--- src/rtl/approx_mul_pkg.sv ---
// Shared definitions for the pipelined approximate multiplier: width derivation,
// approximate-cell truth tables and the stage-valid bundle.
package approx_mul_pkg;

   function automatic int unsigned calc_w(input int unsigned wa, input int unsigned wb);
      return wa + wb;
   endfunction

   function automatic logic approx_s(input logic x, input logic y);
      return ~(x & y);
   endfunction

   function automatic logic approx_c(input logic y, input logic z);
      return ~y & z;
   endfunction

   typedef struct packed {
      logic s3;
      logic s2;
      logic s1;
   } stage_valid_t;

endpackage

--- src/rtl/approx_mul_cell.sv ---
// One column cell: exact full adder, or the approximate cell when approx is set.
module approx_mul_cell
   import approx_mul_pkg::*;
(
   input  logic x,
   input  logic y,
   input  logic z,
   input  logic approx,
   output logic s,
   output logic c
);

   always_comb begin
      s = x ^ y ^ z;
      c = (x & y) | (x & z) | (y & z);
      if (approx) begin
         s = approx_s(x, y);
         c = approx_c(y, z);
      end
   end

endmodule

--- src/rtl/approx_mul_pipe.sv ---
// Three-stage elastic approximate multiplier: S1 operands, S2 carry-save vectors, S3 product.
// Optional error statistics are built when APPROX_MUL_ERR_STATS_EN is defined.
module approx_mul_pipe
   import approx_mul_pkg::*;
#(
   parameter int unsigned WA          = 8,
   parameter int unsigned WB          = 8,
   parameter int unsigned APPROX_COLS = 10
) (
   input  logic               clk,
   input  logic               rst_n,
   input  logic               in_valid,
   output logic               in_ready,
   input  logic [WA-1:0]      in_a,
   input  logic [WB-1:0]      in_b,
   input  logic               exact_mode,
   output logic               out_valid,
   input  logic               out_ready,
`ifdef APPROX_MUL_ERR_STATS_EN
   input  logic               stats_clr,
   output logic [31:0]        err_cnt,
   output logic [WA+WB-1:0]   err_max,
`endif
   output logic [WA+WB-1:0]   out_p
);

   localparam int unsigned W  = calc_w(WA, WB);
   localparam int unsigned AC = (APPROX_COLS > W) ? W : APPROX_COLS;

   stage_valid_t  v_q;
   logic          ld1, ld2, ld3;
   logic [WA-1:0] s1_a;
   logic [WB-1:0] s1_b;
   logic          s1_mode;
   logic [W-1:0]  s2_s, s2_c;
   logic          s2_mode;
   logic [W-1:0]  p_q;
   logic [W-1:0]  red_s, red_c, sum;
   logic [W-1:0]  approx1, approx2;

   // A stage loads when it is empty or its content moves on this cycle.
   assign ld3       = ~v_q.s3 | out_ready;
   assign ld2       = ~v_q.s2 | ld3;
   assign ld1       = ~v_q.s1 | ld2;
   assign in_ready  = ld1;
   assign out_valid = v_q.s3;
   assign out_p     = p_q;

   always_ff @(posedge clk or negedge rst_n) begin
      if (!rst_n) begin
         v_q <= '0;
      end else begin
         if (ld1) v_q.s1 <= in_valid;
         if (ld2) v_q.s2 <= v_q.s1;
         if (ld3) v_q.s3 <= v_q.s2;
      end
   end

   always_ff @(posedge clk or negedge rst_n) begin
      if (!rst_n) begin
         s1_a    <= '0;
         s1_b    <= '0;
         s1_mode <= 1'b0;
         s2_s    <= '0;
         s2_c    <= '0;
         s2_mode <= 1'b0;
         p_q     <= '0;
      end else begin
         if (ld1 && in_valid) begin
            s1_a    <= in_a;
            s1_b    <= in_b;
            s1_mode <= exact_mode;
         end
         if (ld2 && v_q.s1) begin
            s2_s    <= red_s;
            s2_c    <= red_c;
            s2_mode <= s1_mode;
         end
         if (ld3 && v_q.s2) p_q <= sum;
      end
   end

   for (genvar i = 0; i < W; i++) begin : g_mask
      if (i < AC) begin : g_apx
         assign approx1[i] = ~s1_mode;
         assign approx2[i] = ~s2_mode;
      end else begin : g_ext
         assign approx1[i] = 1'b0;
         assign approx2[i] = 1'b0;
      end
   end

   // Row-wise carry-save; each row block owns its vectors so the chain has no self-feedback.
   for (genvar j = 0; j < WB; j++) begin : g_row
      logic [W-1:0] row, s_vec, c_vec;
      assign row = (W'(s1_a) << j) & {W{s1_b[j]}};
      if (j == 0) begin : g_init
         assign s_vec = row;
         assign c_vec = '0;
      end else begin : g_csa
         logic [W-1:0] k;
         logic         unused_k;
         for (genvar i = 0; i < W; i++) begin : g_col
            approx_mul_cell u_cell (
               .x     (g_row[j-1].s_vec[i]),
               .y     (g_row[j-1].c_vec[i]),
               .z     (row[i]),
               .approx(approx1[i]),
               .s     (s_vec[i]),
               .c     (k[i])
            );
         end
         assign c_vec    = {k[W-2:0], 1'b0};
         assign unused_k = k[W-1];
      end
   end

   assign red_s = g_row[WB-1].s_vec;
   assign red_c = g_row[WB-1].c_vec;

   for (genvar i = 0; i < W; i++) begin : g_add
      logic cy_in, cy_out;
      if (i == 0) begin : g_lsb
         assign cy_in = 1'b0;
      end else begin : g_chain
         assign cy_in = g_add[i-1].cy_out;
      end
      approx_mul_cell u_cell (
         .x     (s2_s[i]),
         .y     (s2_c[i]),
         .z     (cy_in),
         .approx(approx2[i]),
         .s     (sum[i]),
         .c     (cy_out)
      );
   end

   logic unused_carry;
   assign unused_carry = g_add[W-1].cy_out;

`ifdef APPROX_MUL_ERR_STATS_EN
   logic [WA-1:0] s2_a;
   logic [WB-1:0] s2_b;
   logic [W-1:0]  exact_q, err_diff, err_max_q;
   logic [31:0]   err_cnt_q;
   logic          emit;

   assign emit     = v_q.s3 & out_ready;
   assign err_diff = (p_q > exact_q) ? (p_q - exact_q) : (exact_q - p_q);
   assign err_cnt  = err_cnt_q;
   assign err_max  = err_max_q;

   always_ff @(posedge clk or negedge rst_n) begin
      if (!rst_n) begin
         s2_a    <= '0;
         s2_b    <= '0;
         exact_q <= '0;
      end else begin
         if (ld2 && v_q.s1) begin
            s2_a <= s1_a;
            s2_b <= s1_b;
         end
         if (ld3 && v_q.s2) exact_q <= W'(s2_a) * W'(s2_b);
      end
   end

   // Clear wins over a same-cycle emit.
   always_ff @(posedge clk or negedge rst_n) begin
      if (!rst_n) begin
         err_cnt_q <= '0;
         err_max_q <= '0;
      end else if (stats_clr) begin
         err_cnt_q <= '0;
         err_max_q <= '0;
      end else if (emit) begin
         if ((p_q != exact_q) && (err_cnt_q != '1)) err_cnt_q <= err_cnt_q + 32'd1;
         if (err_diff > err_max_q) err_max_q <= err_diff;
      end
   end
`endif

endmodule

--- config.mk ---
export PLATFORM = sky130hd
export DESIGN_NAME = approx_mul_pipe
export DESIGN_NICKNAME = d
export VERILOG_FILES = /design/src/rtl/approx_mul_pkg.sv /design/src/rtl/approx_mul_cell.sv /design/src/rtl/approx_mul_pipe.sv
export SDC_FILE = /design/constraint.sdc
export NUM_CORES = 1
export LEC_CHECK = 0
export CAP_MARGIN = 15
export CORE_UTILIZATION = 45
export CTS_CLUSTER_SIZE = 30
export DETAILED_ROUTE_END_ITERATION = 12
export MAX_ROUTING_LAYER = met4
export PLACE_DENSITY_LB_ADDON = 0.1
export SLEW_MARGIN = 25
export SYNTH_ARGS = -nofsm -noshare
export SYNTH_HDL_FRONTEND = slang
export SYNTH_SLANG_ARGS = --single-unit
--- constraint.sdc ---
create_clock -name clk -period 6.7 [get_ports clk]
set_input_delay 1.34 -clock clk [delete_from_list [all_inputs] [get_ports clk]]
set_output_delay 1.34 -clock clk [all_outputs]
set_load 0.01 [all_outputs]
==> impl_table.tex <==
\begin{tabular}{lr}
\hline
Metric & Value \\
\hline
\multicolumn{2}{l}{\textbf{Detailed routing}} \\
\quad Number of detailed-routing iterations run before antenna repair & 4 \\
\quad Final WL & about 10 mm \\
\quad 1st-iter DRT viols & 185 \\
\quad Detail-routed via count per cell & between 5 and 6 \\
\quad Detailed-route via count & 3674 \\
\quad Post-detailed-route count of antenna-violating nets & 0 \\
\quad Detailed-route wire length per cell & 14.3 um \\
\quad DRC violations left & 0 \\
\multicolumn{2}{l}{\textbf{Yosys}} \\
\quad Cell type contributing the most total cell area after synthesis & dfrtp\_1 \\
\quad Post-Synthesis Mean Instance Area & around 9.5 um\^{}2 \\
\quad Post-synthesis instance area & 0.00511 mm\^{}2 \\
\quad Count of different cell masters after synthesis & 46 \\
\quad Post-synth ARST share & 100\% \\
\quad Post-synthesis register bit count & 60 \\
\quad Sequential fraction of the synthesis area & between 20\% and 30\% \\
\quad EDFF count, synth & 0 \\
\quad Yosys top cell area share & 29.4\% \\
\quad Main synth FF type & dfrtp\_1 \\
\quad Synth area leaders & dfrtp\_1 29\%, fa\_1 17\%, ha\_1 9.3\%, mux2\_2 7.0\%, nand2\_1 6.7\% \\
\quad Synth Net Count & 641 \\
\quad Post-Syn Instances & 538 \\
\quad Synth warn & 0 \\
\multicolumn{2}{l}{\textbf{Timing}} \\
\quad Final Critical Period & 5.76 ns \\
\quad Sum Neg Setup Slack & 0 ns \\
\quad Setup repair after global routing missed its margin & false \\
\quad Largest clock skew in the final design & 0.0148 ns \\
\quad Share of the clock period used by the worst path & 86.0\% \\
\quad Final Hold Viols & 0 \\
\quad Final setup violation count & 0 \\
\quad Worst max-slew margin expressed relative to the limit & between 40\% and 50\% \\
\quad Highest clock frequency the design can meet & around 170 MHz \\
\quad Slew @ Worst Pin & $\sim$0.90 ns \\
\quad Fin worst setup slack & 0.939 ns \\
\quad Count of pins over their slew limit & 0 \\
\multicolumn{2}{l}{\textbf{CTS}} \\
\quad Clk slew on worst S/H paths & approximately 0.050 ns \\
\quad Cells resized by post-CTS repair & 0 \\
\quad Hold\_buf cts & 0 \\
\quad Clk Tree Root Cell & clkbuf\_16 \\
\quad CTS sink cnt & 60 \\
\quad Number of buffers on the longest clock path & 2 \\
\quad Post-CTS setup-driven buffer insertion count & 0 \\
\quad H-tree depth reported by CTS & 3 \\
\quad Worst-Skew Late Latency & 0.34 ns \\
\quad Clock tree from TritonCTS & yes \\
\quad Number of buffers created by CTS & 9 \\
\multicolumn{2}{l}{\textbf{GRT}} \\
\quad Wire length of the first global-routing pass & approximately 17 mm \\
\quad Global route total overflow & 0 \\
\quad Via count of the first global-routing pass & 3681 \\
\quad Total routing usage reported by global routing & 19.7\% \\
\quad Maximum number of pins on one net before global-route repair & 68 \\
\quad Antenna violations before repair & 0 \\
\multicolumn{2}{l}{\textbf{Power and ir drop}} \\
\quad Maximum resistive drop on vdd & 0.167 mV \\
\quad Pwr per Cell Area & roughly 340 mW/mm\^{}2 \\
\quad Overall power of the completed layout & 2.00 mW \\
\quad Total leakage power & roughly 2.6 nW \\
\multicolumn{2}{l}{\textbf{Floorplanning}} \\
\quad DIE AREA & 0.0118 mm\^{}2 \\
\quad Boundary Pins & 39 \\
\quad Initial cell density of the core & roughly 47\% \\
\quad Area inside the core boundary & 0.0109 mm\^{}2 \\
\quad Horizontal die dimension & 109 um \\
\quad DIE HEIGHT & around 110 um \\
\quad Number of standard-cell rows in the floorplan & 38 \\
\multicolumn{2}{l}{\textbf{Layout}} \\
\quad Non-Filler Instances & between 700 and 800 \\
\quad Non-Filler Cell Area, Final & about 0.006 mm\^{}2 \\
\quad Count of antenna diodes in the layout & 0 \\
\quad Final net count & 661 \\
\quad Proportion of layout cells with a drive suffix above 1 & between 10\% and 20\% \\
\quad Syn-to-layout area delta & 14.0\% \\
\multicolumn{2}{l}{\textbf{Min path}} \\
\quad Classification of the worst-slack hold path & flip-flop to flip-flop \\
\multicolumn{2}{l}{\textbf{Critical path}} \\
\quad Register-to-register setup slack & between 0.9 and 1 ns \\
\quad Critical Path End & s2\_c[9] \\
\quad Critical path launch point & s1\_b[1] \\
\quad Startpoint kind of the worst setup timing path & flip-flop \\
\quad Highest cell delay on the worst timing path & 0.53 ns \\
\quad Worst path cell trace & and2\_1 -> ha\_1 -> mux2\_2 -> fa\_1 -> nor2\_1 -> a21oi\_1 -> fa\_1 -> mux2\_2 -> inv\_1 -> fa\_1 -> mux2i\_1 -> fa\_1 -> nand2\_1 -> o21ai\_0 -> fa\_1 -> nand2\_1 -> o21ai\_0 -> fa\_1 -> a21oi\_1 -> a22oi\_1 \\
\quad Slowest-stage cell, CP & fa\_1 \\
\quad Critical Path End Type & flip-flop \\
\quad Data required time of the critical path & between 6 and 7 ns \\
\quad Biggest fanout along the worst timing path & 15 \\
\quad Type of the worst setup path & flip-flop to flip-flop \\
\quad Worst r2r path cells & 20 \\
\quad Dominant cell type by count on the critical path & fa\_1 \\
\quad Crit Reg-Reg Endpoint & s2\_c[9] \\
\quad Startpoint of the lowest-slack register-to-register path & s1\_b[1] \\
\quad Arrival time of data at the critical path endpoint & 5.93 ns \\
\multicolumn{2}{l}{\textbf{Placement}} \\
\quad Placed Instances & 687 \\
\quad Input/output buffers & 38 \\
\quad Global placement routability congestion & $\sim$0.76 \\
\quad Placed Area & 0.00553 mm\^{}2 \\
\quad Placed wire-length estimate after detailed placement & approximately 7.3 mm \\
\quad Setup slack at placement & approximately 0.96 ns \\
\multicolumn{2}{l}{\textbf{Run}} \\
\quad Number of max-capacitance violations reported & 0 \\
\multicolumn{2}{l}{\textbf{Run status}} \\
\quad Outcome & finished, final reports clean \\
\hline
\end{tabular}
==> Yosys cell counts, types with 2 or more instances <==
cell type	n
nand2_1	91
dfrtp_1	60
and2_1	44
fa_1	44
ha_1	38
o21ai_0	38
mux2_2	32
inv_1	30
nor2_1	25
a21oi_1	23
buf_2	16
clkbuf_1	11
nor2b_1	11
nand2b_1	9
o22ai_1	8
a31oi_1	6
mux2i_1	6
o21a_1	6
a22oi_1	4
xor2_1	4
nand3_1	3
and3_1	2
buf_1	2
nand3b_1	2
xnor2_1	2
==> how the worst min path moves through the flow <==
stage / startpoint / endpoint / slack [ns] / cells after the start
final: s2_s[6] / s2_s[6] / 0.46 / 2
after global routing: s2_s[2] / s2_s[2] / 0.50 / 2
after CTS: s2_s[6] / s2_s[6] / 0.47 / 2
after detailed placement: s2_s[6] / s2_s[6] / 0.46 / 2
after global placement: s2_s[6] / s2_s[6] / 0.46 / 2
after floorplan: s2_s[2] / s2_s[2] / 0.44 / 2
==> cell usage in the layout, fill, tap and decap left out, types with 23 or more instances in the layout <==
master,netlist,layout
ha_1,38,38
clkdlybuf4s50_1,0,37
fa_1,44,44
a21oi_1,23,23
nand2_1,91,91
and2_1,44,44
mux2_2,32,32
nor2_1,25,25
dfrtp_1,60,59
o21ai_0,38,38
inv_1,30,30
==> per-layer routing <==
metal | part of all wire [%] | up-vias | global-route usage [%]
li1 | - | 1800 | -
met1 | 46 | 1800 | 24.5
met2 | 49 | 63 | 32.4
met3 | 3.6 | 11 | 3.62
met4 | 1.3 | 0 | 6.08
met5 | 0 | - | -
==> power by group <==
part | switching [mW] | internal [mW]
Combinational | 0.509 | 0.450
Clock | 0.175 | 0.295
Sequential | 0.0995 | 0.469
==> layout make-up <==
type	instances	area, um^2
Sequential cell	60	1500
Fill cell	1040	5110
Inverter	31	116
Multi-Input combinational cell	415	3340
Tap cell	140	175
Timing Repair Buffer	41	398
Clock inverter	4	50.0
Clock buffer	11	243
==> cell families after synthesis <==
group	Yosys count	synth area share, %
buffers and inverters	63	5.26
multiplexers	38	8.22
adder cells (fa/ha/maj)	82	26.5
XOR/XNOR	6	1.03
AND/OR/NAND/NOR	193	18.2
flip-flops	60	29.4
AO/OA/AOI/OAI	96	11.4
==> sequential cells by signal, indices dropped and copies added, names as in the netlist <==
name	flops
s2_mode	1
s1_b	8
out_p	16
s1_mode	1
v_q	2
s2_s	15
s1_a	8
s2_c	8
out_valid	1
==> critical path: cells and delay by family, from the launching register on <==
kind            cells  cell delay, ns
fa+ha+maj           7            2.91
mux                 3            0.84
compound gates      5            0.83
flops               1            0.52
simple gates        4            0.43
buf+inv             1            0.07
==> per-stage QoR <==
stage / hold slack, ns / utilization [%]
after floorplan: 0.439 / -
after global placement: 0.456 / 50.6
after CTS: 0.469 / 53.3
after global routing: 0.500 / 53.3
after detailed placement: 0.457 / 50.6
final: 0.462 / 53.3
(Power assumes the default switching activity.)
